**config.mk**
```make
export PLATFORM = sky130hd
export DESIGN_NAME = param_load_counter
export DESIGN_NICKNAME = d
export VERILOG_FILES = /design/src/rtl/param_load_counter.sv
export SDC_FILE = /design/constraint.sdc
export NUM_CORES = 1
export LEC_CHECK = 0
export CORE_UTILIZATION = 49
export CTS_CLUSTER_DIAMETER = 200
export DETAILED_ROUTE_END_ITERATION = 10
export PLACE_DENSITY = 0.84
export SLEW_MARGIN = 20
export SYNTH_ARGS = -nofsm -noshare
export SYNTH_HDL_FRONTEND = slang
export SYNTH_SLANG_ARGS = --single-unit
```
**constraint.sdc**
```tcl
create_clock -name clk -period 3.1 [get_ports clk]
set_input_delay 0.93 -clock clk [delete_from_list [all_inputs] [get_ports clk]]
set_output_delay 0.93 -clock clk [all_outputs]
set_load 0.005 [all_outputs]
```
**src/rtl/param_load_counter.sv**
```systemverilog
// Parametrised load counter: programmable modulus, up/down, wrap or saturate,
// registered terminal-count pulse and sticky overflow flag.
module param_load_counter #(
    parameter int unsigned WIDTH   = 8,
    parameter int unsigned MOD_MAX = (2 ** WIDTH) - 1
) (
    input  logic             clk,
    input  logic             rst_n,
    input  logic             en,
    input  logic             load,
    input  logic [WIDTH-1:0] load_val,
    input  logic             up_dn,
    input  logic             sat_mode,
    input  logic             clr_ovf,
    output logic [WIDTH-1:0] count,
    output logic             tc,
    output logic             ovf,
    output logic             at_zero,
    output logic             at_max
);

    localparam logic [WIDTH-1:0] MAX_V  = WIDTH'(MOD_MAX);
    localparam logic [WIDTH-1:0] ZERO_V = '0;
    localparam logic [WIDTH-1:0] ONE_V  = WIDTH'(1);

    logic [WIDTH-1:0] count_nxt;
    logic             tc_nxt;
    logic             ovf_nxt;
    logic             boundary;

    // Bound flags straight off the count register
    assign at_zero = (count == ZERO_V);
    assign at_max  = (count == MAX_V);

    // Next-state: load beats count beats hold; boundary events drive tc and ovf
    always_comb begin
        count_nxt = count;
        tc_nxt    = 1'b0;
        ovf_nxt   = ovf & ~clr_ovf;
        boundary  = up_dn ? at_max : at_zero;
        if (load) begin
            count_nxt = (load_val > MAX_V) ? MAX_V : load_val;
        end else if (en) begin
            if (boundary) begin
                tc_nxt  = 1'b1;
                ovf_nxt = 1'b1;
                if (!sat_mode) begin
                    count_nxt = up_dn ? ZERO_V : MAX_V;
                end
            end else begin
                count_nxt = up_dn ? (count + ONE_V) : (count - ONE_V);
            end
        end
    end

    // State register with asynchronous clear
    always_ff @(posedge clk or negedge rst_n) begin
        if (!rst_n) begin
            count <= '0;
            tc    <= 1'b0;
            ovf   <= 1'b0;
        end else begin
            count <= count_nxt;
            tc    <= tc_nxt;
            ovf   <= ovf_nxt;
        end
    end

endmodule

```
== Yosys cells after proc, flatten, opt, wreduce, memory -nomap -nowiden ==
Index checks and enable logic that the tools add are counted.

* Register bits: 10
* Bits of input ports: 15
* Output and inout bits: 12

* Add/sub/neg operators: 2
* $lt $le $gt $ge: 1
* Equality and inequality tests: 2
* Multiplexer cells: 14
* Bitwise logic cells: 2
* Reduce and logical (&&, ||, !) cells: 3

{| class="wikitable"
|+ Operators by type and width
! cell !! count
|-
| 8-bit 2-to-1 mux || 7
|-
| 8-bit by 1-bit adder with 8-bit output (second input constant) || 1
|-
| 8-bit equality test (second input constant) || 1
|-
| 8-bit greater-than comparator (second input constant) || 1
|-
| 8-bit logical NOT || 1
|-
| 8-bit by 1-bit subtractor with 8-bit output (second input constant) || 1
|-
| 1-bit 2-to-1 mux || 7
|-
| 3-bit inequality test (second input constant) || 1
|-
| 2-bit AND reduction || 1
|-
| 2-bit nonzero test || 1
|-
| 1-bit AND || 1
|-
| 1-bit inverter || 1
|}

== Logic depth before layout (Yosys ltp) ==
Gate-level depths: netlist (run 1).

* Word-level depth: 5
* Mapped depth: 7
* Depth with buffers taken out: 7

== Worst setup path before layout (run 1) ==
OpenSTA, ideal clock, no wires.

* Kind: input to register
* From: input up_dn
* To: register count[5]
* Library setup time: 0.134 ns
* Arrival time: 2.268 ns
* Required time: 2.966 ns
* Path slack: 0.698 ns
* Cell stages on the path: 7
* Buffers on the path: 0
* Cell sequence: inv_1 > ha_1 > a211oi_1 > o21bai_1 > a21oi_1 > mux2i_1 > a31oi_1

* Longest elaborated chain between the ends: 5
* Elaborated cells on any way between the ends: 9
* Those cells by class: eq/ne: 1; mux: 7; reduce/logical: 1

{| class="wikitable"
|+ RTL lines
! element !! line !! RTL
|-
| start: declaration || 12 || <nowiki>input logic up_dn,</nowiki>
|-
| 8-bit 2-to-1 mux || 48 || <nowiki>count_nxt = up_dn ? ZERO_V : MAX_V;</nowiki>
|-
| 8-bit 2-to-1 mux || 47 || <nowiki>if (!sat_mode) begin</nowiki>
|-
| 8-bit 2-to-1 mux || 44 || <nowiki>if (boundary) begin</nowiki>
|-
| 8-bit 2-to-1 mux || 43 || <nowiki>end else if (en) begin</nowiki>
|-
| 8-bit 2-to-1 mux || 41 || <nowiki>if (load) begin</nowiki>
|-
| end signal: assignment || 63 || <nowiki>count <= count_nxt;</nowiki>
|-
| end: declaration || 15 || <nowiki>output logic [WIDTH-1:0] count,</nowiki>
|}

Several ways; a longest one is shown, not always the timed one. The select of a mux whose other input is x is not followed.
A chain may end at the register's enable or synchronous reset.

== Worst setup path after layout (run 1) ==
* From: register count[0]
* To: output at_zero

* Longest elaborated chain between the ends: 1

{| class="wikitable"
|+ RTL lines
! element !! line !! RTL
|-
| 8-bit logical NOT || 32 || <nowiki>assign at_zero = (count == ZERO_V);</nowiki>
|-
| end: declaration || 18 || <nowiki>output logic at_zero,</nowiki>
|}

No other way between the ends.

==> results of run 1 <==
## registers in the layout, summed over array words and instances (netlist names)
| name | flops |
|---|---|
| ovf | 1 |
| tc | 1 |
| count | 8 |
## per-stage QoR
step	hold WS, ns	std cells	total power [mW]	utilization [%]
2_1_floorplan	0.473	95	0.374	-
3_3_place_gp	0.458	141	0.484	74.0
3_5_place_dp	0.469	141	0.495	74.0
4_1_cts	0.485	145	0.626	76.3
5_1_grt	0.504	145	0.671	76.3
6_report	0.486	145	0.630	76.3
## worst max-delay path, cell delays in order (launching register included)
cell,delay [ns]
dfrtp_1,0.46
or4_4,0.58
nor2_4,0.12
clkdlybuf4s50_1,0.51
## metal layers
layer	GRT usage [%]	share of wire (%)	wire length, µm
met1	37.0	39	1010
met3	6.67	8.9	226
met2	47.8	49	1260
met5	0	0	0
met4	13.9	2.4	62
## logic make-up after synthesis
kind of cell / count (synthesis) / share of synthesized area (%)
flip-flops: 10 / 29.1
XOR/XNOR: 4 / 4.07
adder cells (fa/ha/maj): 7 / 11.0
AND/OR/NAND/NOR: 29 / 19.5
AO/OA/AOI/OAI: 35 / 28.9
multiplexers: 3 / 3.49
buffers and inverters: 7 / 3.92
## layout make-up
type,instances,share of cell area (%)
inverters,6,1.87
clock buffers,4,3.01
flip-flops and latches,10,20.8
well taps,16,1.66
repair buffers,31,24.7
multi-input cells,78,47.9
## final timing paths
| kind | to | slack, ns | cells after the start |
|---|---|---|---|
| worst max-delay path | at_zero | 0.22 | 3 |
| worst min-delay path | ovf | 0.49 | 1 |
| worst max register to register | count[4] | 1.15 | 6 |
| worst min register to register | ovf | 0.49 | 1 |
| max in group asynchronous | count[6] | 1.79 | 1 |
| min in group asynchronous | count[3] | 0.98 | 1 |
## cells in the final DEF (no fill, tap or decap), drive strengths merged, types with 2 or more instances in the layout
cell type	instances
nor3	2
o21ai	4
inv	6
or4	2
ha	6
buf	5
a21oi	6
nand2	3
a211oi	3
clkdlybuf4s50	26
o22ai	4
xnor2	3
o211ai	3
a21o	2
mux2i	3
nor2	10
dfrtp	10
clkbuf	4
nand4	2
o221a	2
a31oi	5
or3	2
## power groups by stage
stage | clock network (mW) | registers, mW | logic (mW)
2_1_floorplan | 0 | 0.186 | 0.187
3_3_place_gp | 0 | 0.192 | 0.292
3_5_place_dp | 0 | 0.192 | 0.303
4_1_cts | 0.127 | 0.190 | 0.309
5_1_grt | 0.135 | 0.194 | 0.342
6_report | 0.125 | 0.191 | 0.314
==> results.cfg, run 1 <==
[critical_path]
crit_fanout = 7
cp-end-kind = primary output
startpoint_type = flop
worstSetupStartpoint = count[0]
required_ns = 2.17
worstSetupPathType = reg -> out
timing.rr.start = count[0]
arrival_ns = 1.95

[placed_design]
portBuffers = 26
hpwl_um = 1840
dpl-instance-area_um2 = 1170
pre_cts_ws_ns = 0.0949
place.gp.congestion = 0.856

[clock_tree]
root_buffer = clkbuf_4
clkTransAtPathRegs_ns = 0.07
ctsResizeCount = 0
cts_buffer_depth = 2
postCtsSetupBuffers = 0
cts_hold_buf = 0
clock_latency_ns = 0.28
cts_buffers = 3
htree_levels = 1
clock-sinks = 10
cts_tree = yes

[finish]
area_growth_pct = 39.8
final_area_um2 = 1200
fill_cells = 118
n_antenna_cell = 0
seqCellArea_um2 = 250
nets = 152
drive_gt1_share_pct = 14.0
multi_input_area_um2 = 577

[pwr]
p_clk_share_pct = 19.8
p_seq_share_pct = 30.3
powerDensity_nw_per_um2 = 523
switchingPower_mw = 0.239
vdd.ir_drop.worst_uv = 384
intPower_mw = 0.391
leakagePower_nw = 0.521
p_comb_share_pct = 49.9
swShare_pct = 38.0

[detailed_routing]
drtIter0Drc = 52
drt_wl_total_um = 2550
antenna_left = 0
viasPerCell = 6.48
wl_per_cell_um = 17.6
drc_errors = 0
dr.pass1.iters = 7
num_vias = 940

[sta]
relSlewSlack_pct = 67.0
hold_violations = 0
report.final.slew_viol_count = 0
period_minus_slack_ns = 2.88
max_slew.worst_pin.slew_ns = 0.493
finalSetupTns_ns = 0
setup_viol = 0
clock.fmax_mhz = 347
rsz0062_at_grt = no
skew_ns = 0.000274
final.period_utilization_pct = 92.9
setup_ws_ns = 0.220

[synth]
netlist.top_cell.by_area = dfrtp_1
ys_seq_elements = 10
syn_inst = 95
ys_top_cells_by_area = dfrtp_1 29%, ha_1 8.7%, nor2_1 3.9%
synth-edff-count = 0
synthArstFlopShare_pct = 100
synth_common_cells = 10 x dfrtp_1, 9 x nor2_1, 6 x a21oi_1, 6 x ha_1
yosys.cell_count.top_type = dfrtp_1
netlist_area_um2 = 861
ys.flop_type = dfrtp_1
yosysSeqAreaShare_pct = 29.1
ys_warn_count = 0
synth.distinct_cells = 40
synth_area_per_cell_um2 = 9.06
synth_top_area_share_pct = 29.1
synth_fp_nets = 117

[global_routing]
grt_pass1_vias = 935
antenna_found_initial = 0
gr-usage-all-layers_pct = 29.5
grt_pass1_wl_um = 4080
grt_max_degree = 14
grt_overflow_total = 0

[worst_hold_path]
min_path_type = reg -> reg
min_from = ovf

[die]
die_w_um = 43.9
fp-row-count = 14
io_pins = 27
die_y_um = 43.9
dieArea_um2 = 1930
placeableCoreArea_um2 = 1580
initial_core_util_pct = 54.6

[run_status]
outcome = complete, no violations

[run]
maxCapViolCount = 0
Power figures use the tool's default switching activity.
==> run 2: changes to the inputs <==
- MAX_ROUTING_LAYER: unset -> met4
==> results.cfg, run 2 (same netlist as run 1, synthesis figures left out) <==
[finish]
final_common_cell = clkdlybuf4s50_1
nets = 152
final_cell_mix = 26 x clkdlybuf4s50_1, 10 x dfrtp_1, 9 x nor2_1
top_regs = count (8), ovf (1), tc (1)
n_antenna_cell = 0
drive_gt1_share_pct = 14.0
area_growth_pct = 39.8
largest-register = count
largest_reg_flops = 8

[critical_path]
arrival_ns = 1.95
worstSetupStartpoint = count[0]
path_cells = or4_4 -> nor2_4 -> clkdlybuf4s50_1
cp-end-kind = primary output
worstSetupPathType = reg -> out
timing.rr.start = count[0]
crit_fanout = 7
startpoint_type = flop
max_stage_delay_ns = 0.58
crit_slowest_cell = or4_4
required_ns = 2.17

[worst_hold_path]
min_path_type = reg -> reg
min_from = ovf

[clock_tree]
clock_latency_ns = 0.28
cts_tree = yes
cts_buffers = 3
postCtsSetupBuffers = 0
htree_levels = 1
ctsResizeCount = 0
cts_hold_buf = 0
clkTransAtPathRegs_ns = 0.08
cts_buffer_depth = 2
clock-sinks = 10
root_buffer = clkbuf_4

[global_routing]
grt_max_degree = 14
antenna_found_initial = 0
grt_pass1_wl_um = 4070
grt_overflow_total = 0
grt_pass1_vias = 931
gr-usage-all-layers_pct = 30.0

[sta]
final.period_utilization_pct = 93.0
setup_ws_ns = 0.217
setup_viol = 0
skew_ns = 0.00234
report.final.slew_viol_count = 0
hold_violations = 0
finalSetupTns_ns = 0
period_minus_slack_ns = 2.88
hold_slack_ns = 0.485
clock.fmax_mhz = 347
rsz0062_at_grt = no
max_slew.worst_pin.slew_ns = 0.496
relSlewSlack_pct = 66.8

[detailed_routing]
drtIter0Drc = 52
viasPerCell = 6.63
num_vias = 961
drc_errors = 0
wl_per_cell_um = 17.5
antenna_left = 0
dr.pass1.iters = 6
drt_wl_total_um = 2530

[pwr]
vdd.ir_drop.worst_uv = 386
leakagePower_nw = 0.521
powerDensity_nw_per_um2 = 523

[run_status]
outcome = complete, no violations

[placed_design]
pre_cts_ws_ns = 0.0949
place.gp.congestion = 0.870
portBuffers = 26
hpwl_um = 1840

[run]
maxCapViolCount = 0

[die]
die_y_um = 43.9
dieArea_um2 = 1930
initial_core_util_pct = 54.6
die_w_um = 43.9
fp-row-count = 14
placeableCoreArea_um2 = 1580
io_pins = 27
run 2: cell counts in the layout (fill, tap and decap cells not counted):
Identical to the previous run, type by type.
run 2: routing by layer:
layer	up-vias	global-route usage, %	share of wire (%)
li1	442	-	-
met1	449	36.8	42
met2	62	47.8	49
met3	8	5.42	6.4
met4	0	13.9	2.1
met5	-	-	0
run 2: worst max-delay path: cells and delay by family (launching register included):
family / cells / cell delay [ns]
buffers and inverters: 1 / 0.51
flip-flops: 1 / 0.47
AND/OR/NAND/NOR: 2 / 0.70
run 2: worst paths after layout:
path	slack [ns]	end	cells past startpoint
hold / removal	0.49	ovf	1
min in group asynchronous	0.98	count[2]	1
max in group asynchronous	1.78	count[6]	1
hold reg to reg	0.49	ovf	1
setup / recovery	0.22	at_zero	3
setup reg to reg	1.15	count[4]	6
run 2: stage by stage:
stage / instance area, µm² / total power [mW] / cells / util (%)
3_5_place_dp: 1170 / 0.495 / 141 / 74.0
4_1_cts: 1200 / 0.626 / 145 / 76.3
2_1_floorplan: 861 / 0.374 / 95 / -
3_3_place_gp: 1170 / 0.484 / 141 / 74.0
5_1_grt: 1200 / 0.669 / 145 / 76.3
6_report: 1200 / 0.630 / 145 / 76.3
run 2: final cells by class:
type	count	area (µm²)
Clock buffer	4	36.3
Fill cell	118	373
Inverter	6	22.5
Multi-Input combinational cell	78	577
Sequential cell	10	250
Tap cell	16	20.0
Timing Repair Buffer	31	298
run 2: where the power goes:
| part | switching (mW) | internal, mW | total [mW] | leakage, nW |
|---|---|---|---|---|
| logic | 0.147 | 0.166 | 0.313 | 0.380 |
| clock network | 0.0543 | 0.0715 | 0.126 | 0.0210 |
| registers | 0.0374 | 0.153 | 0.191 | 0.119 |
| total | 0.239 | 0.391 | 0.630 | 0.521 |
==> run 3: changes to the inputs <==
--- a/config.mk
+++ b/config.mk
@@ -12,3 +12,3 @@
 export PLACE_DENSITY = 0.84
-export SLEW_MARGIN = 20
+export SLEW_MARGIN = 40
 export SYNTH_ARGS = -nofsm -noshare
==> constraint.sdc (replaced) <==
create_clock -name clk -period 3.1 [get_ports clk]
set_input_delay 0.62 -clock clk [delete_from_list [all_inputs] [get_ports clk]]
set_output_delay 0.62 -clock clk [all_outputs]
set_load 0.005 [all_outputs]
==> results.cfg, run 3 (same netlist as run 1, synthesis figures left out) <==
[die]
io_pins = 27
die_y_um = 43.9
placeableCoreArea_um2 = 1580
dieArea_um2 = 1930
initial_core_util_pct = 54.6
die_w_um = 43.9
fp-row-count = 14

[finish]
n_antenna_cell = 0
fill_cells = 124
final_common_cell = clkdlybuf4s50_1
utilization_pct = 74.9
largest-register = count
largest_reg_flops = 8
top_regs = count (8), ovf (1), tc (1)
area_growth_pct = 37.2
drive_gt1_share_pct = 11.2
finalNonFillerCells = 141
final_cell_mix = 26 x clkdlybuf4s50_1, 10 x dfrtp_1, 9 x nor2_1
nets = 148

[detailed_routing]
antenna_left = 0
viasPerCell = 6.83
drc_errors = 1
drt_wl_total_um = 2440
dr.pass1.iters = 8
wl_per_cell_um = 17.3
drtIter0Drc = 42
num_vias = 963

[sta]
report.final.slew_viol_count = 0
setup_viol = 0
final.period_utilization_pct = 85.1
max_slew.worst_pin.slew_ns = 0.603
rsz0062_at_grt = no
finalSetupTns_ns = 0
skew_ns = 0.00233
hold_violations = 0
hold_slack_ns = 0.479
relSlewSlack_pct = 59.4
period_minus_slack_ns = 2.64
clock.fmax_mhz = 379

[global_routing]
gr-usage-all-layers_pct = 30.5
grt_pass1_wl_um = 4130
antenna_found_initial = 0
grt_overflow_total = 0
grt_pass1_vias = 912
grt_max_degree = 14

[critical_path]
startpoint_type = input pin
critPathBufInv = 2
cp-end-kind = flop
crit_slowest_cell = clkdlybuf4s50_1
worstSetupPathType = in -> reg
path_cells = clkdlybuf4s50_1 -> inv_1 -> fa_1 -> a21o_1 -> a21oi_1 -> o211ai_1 -> a31o_2 -> a31oi_1
crit_fanout = 11
arrival_ns = 2.84
critPathTopFamily = compound AO/OA/AOI/OAI gates
max_stage_delay_ns = 0.54
required_ns = 3.30

[clock_tree]
cts_tree = yes
ctsResizeCount = 0
cts_buffers = 3
clock_latency_ns = 0.27
clock-sinks = 10
htree_levels = 1
cts_hold_buf = 0
clkTransAtPathRegs_ns = 0.08
postCtsSetupBuffers = 0
cts_buffer_depth = 2
root_buffer = clkbuf_4

[run_status]
outcome = complete, but fails checks
violations = DRC

[placed_design]
portBuffers = 26
hpwl_um = 1780
place.gp.congestion = 0.916
dp.cells = 137

[run]
maxCapViolCount = 0

[pwr]
power_mw = 0.618
leakagePower_nw = 0.504
powerDensity_nw_per_um2 = 523
vdd.ir_drop.worst_uv = 338

[worst_hold_path]
min_path_type = reg -> reg
[run 3: changes by cell type in the layout (fill, tap and decap cells not counted), sizes merged]
| cell | change |
|---|---|
| buf | -4 |
[run 3: cell type report]
| cell class | instances | area (µm²) | share of cell area (%) |
|---|---|---|---|
| multi-input combinational | 78 | 584 | 49.5 |
| timing repair buffer | 27 | 268 | 22.7 |
| sequential | 10 | 250 | 21.2 |
| clock buffer | 4 | 36.3 | 3.07 |
| inverter | 6 | 22.5 | 1.91 |
| tap | 16 | 20.0 | 1.69 |
[run 3: metal layers]
metal  wire length (µm)  global-route usage [%]  up-vias
li1                   -                       -      433
met1                954                    38.9      455
met3                229                    5.83       10
met2               1190                    47.5       65
met4                 61                    12.1        0
met5                  0                       -        -
[run 3: path summary, 6_finish.rpt]
kind,from,endpoint,slack [ns],depth (start not counted)
worst max-delay path,up_dn,count[6],0.46,8
worst min-delay path,ovf,ovf,0.48,1
worst max register to register,count[0],count[6],1.15,6
worst min register to register,ovf,ovf,0.48,1
max in group asynchronous,rst_n,ovf,2.10,1
min in group asynchronous,rst_n,count[2],0.67,1
[run 3: power by group]
part | total (mW) | internal [mW] | switching [mW]
sequential | 0.193 | 0.153 | 0.0397
clock | 0.125 | 0.0714 | 0.0536
combinational | 0.300 | 0.160 | 0.140
total | 0.618 | 0.385 | 0.233
[run 3: metrics by stage]
stage	worst slack, ns	cell area [µm²]
5_1_grt	0.317	1180
6_report	0.462	1180
2_1_floorplan	1.01	861
4_1_cts	0.485	1170
3_5_place_dp	0.221	1140
3_3_place_gp	0.271	1140
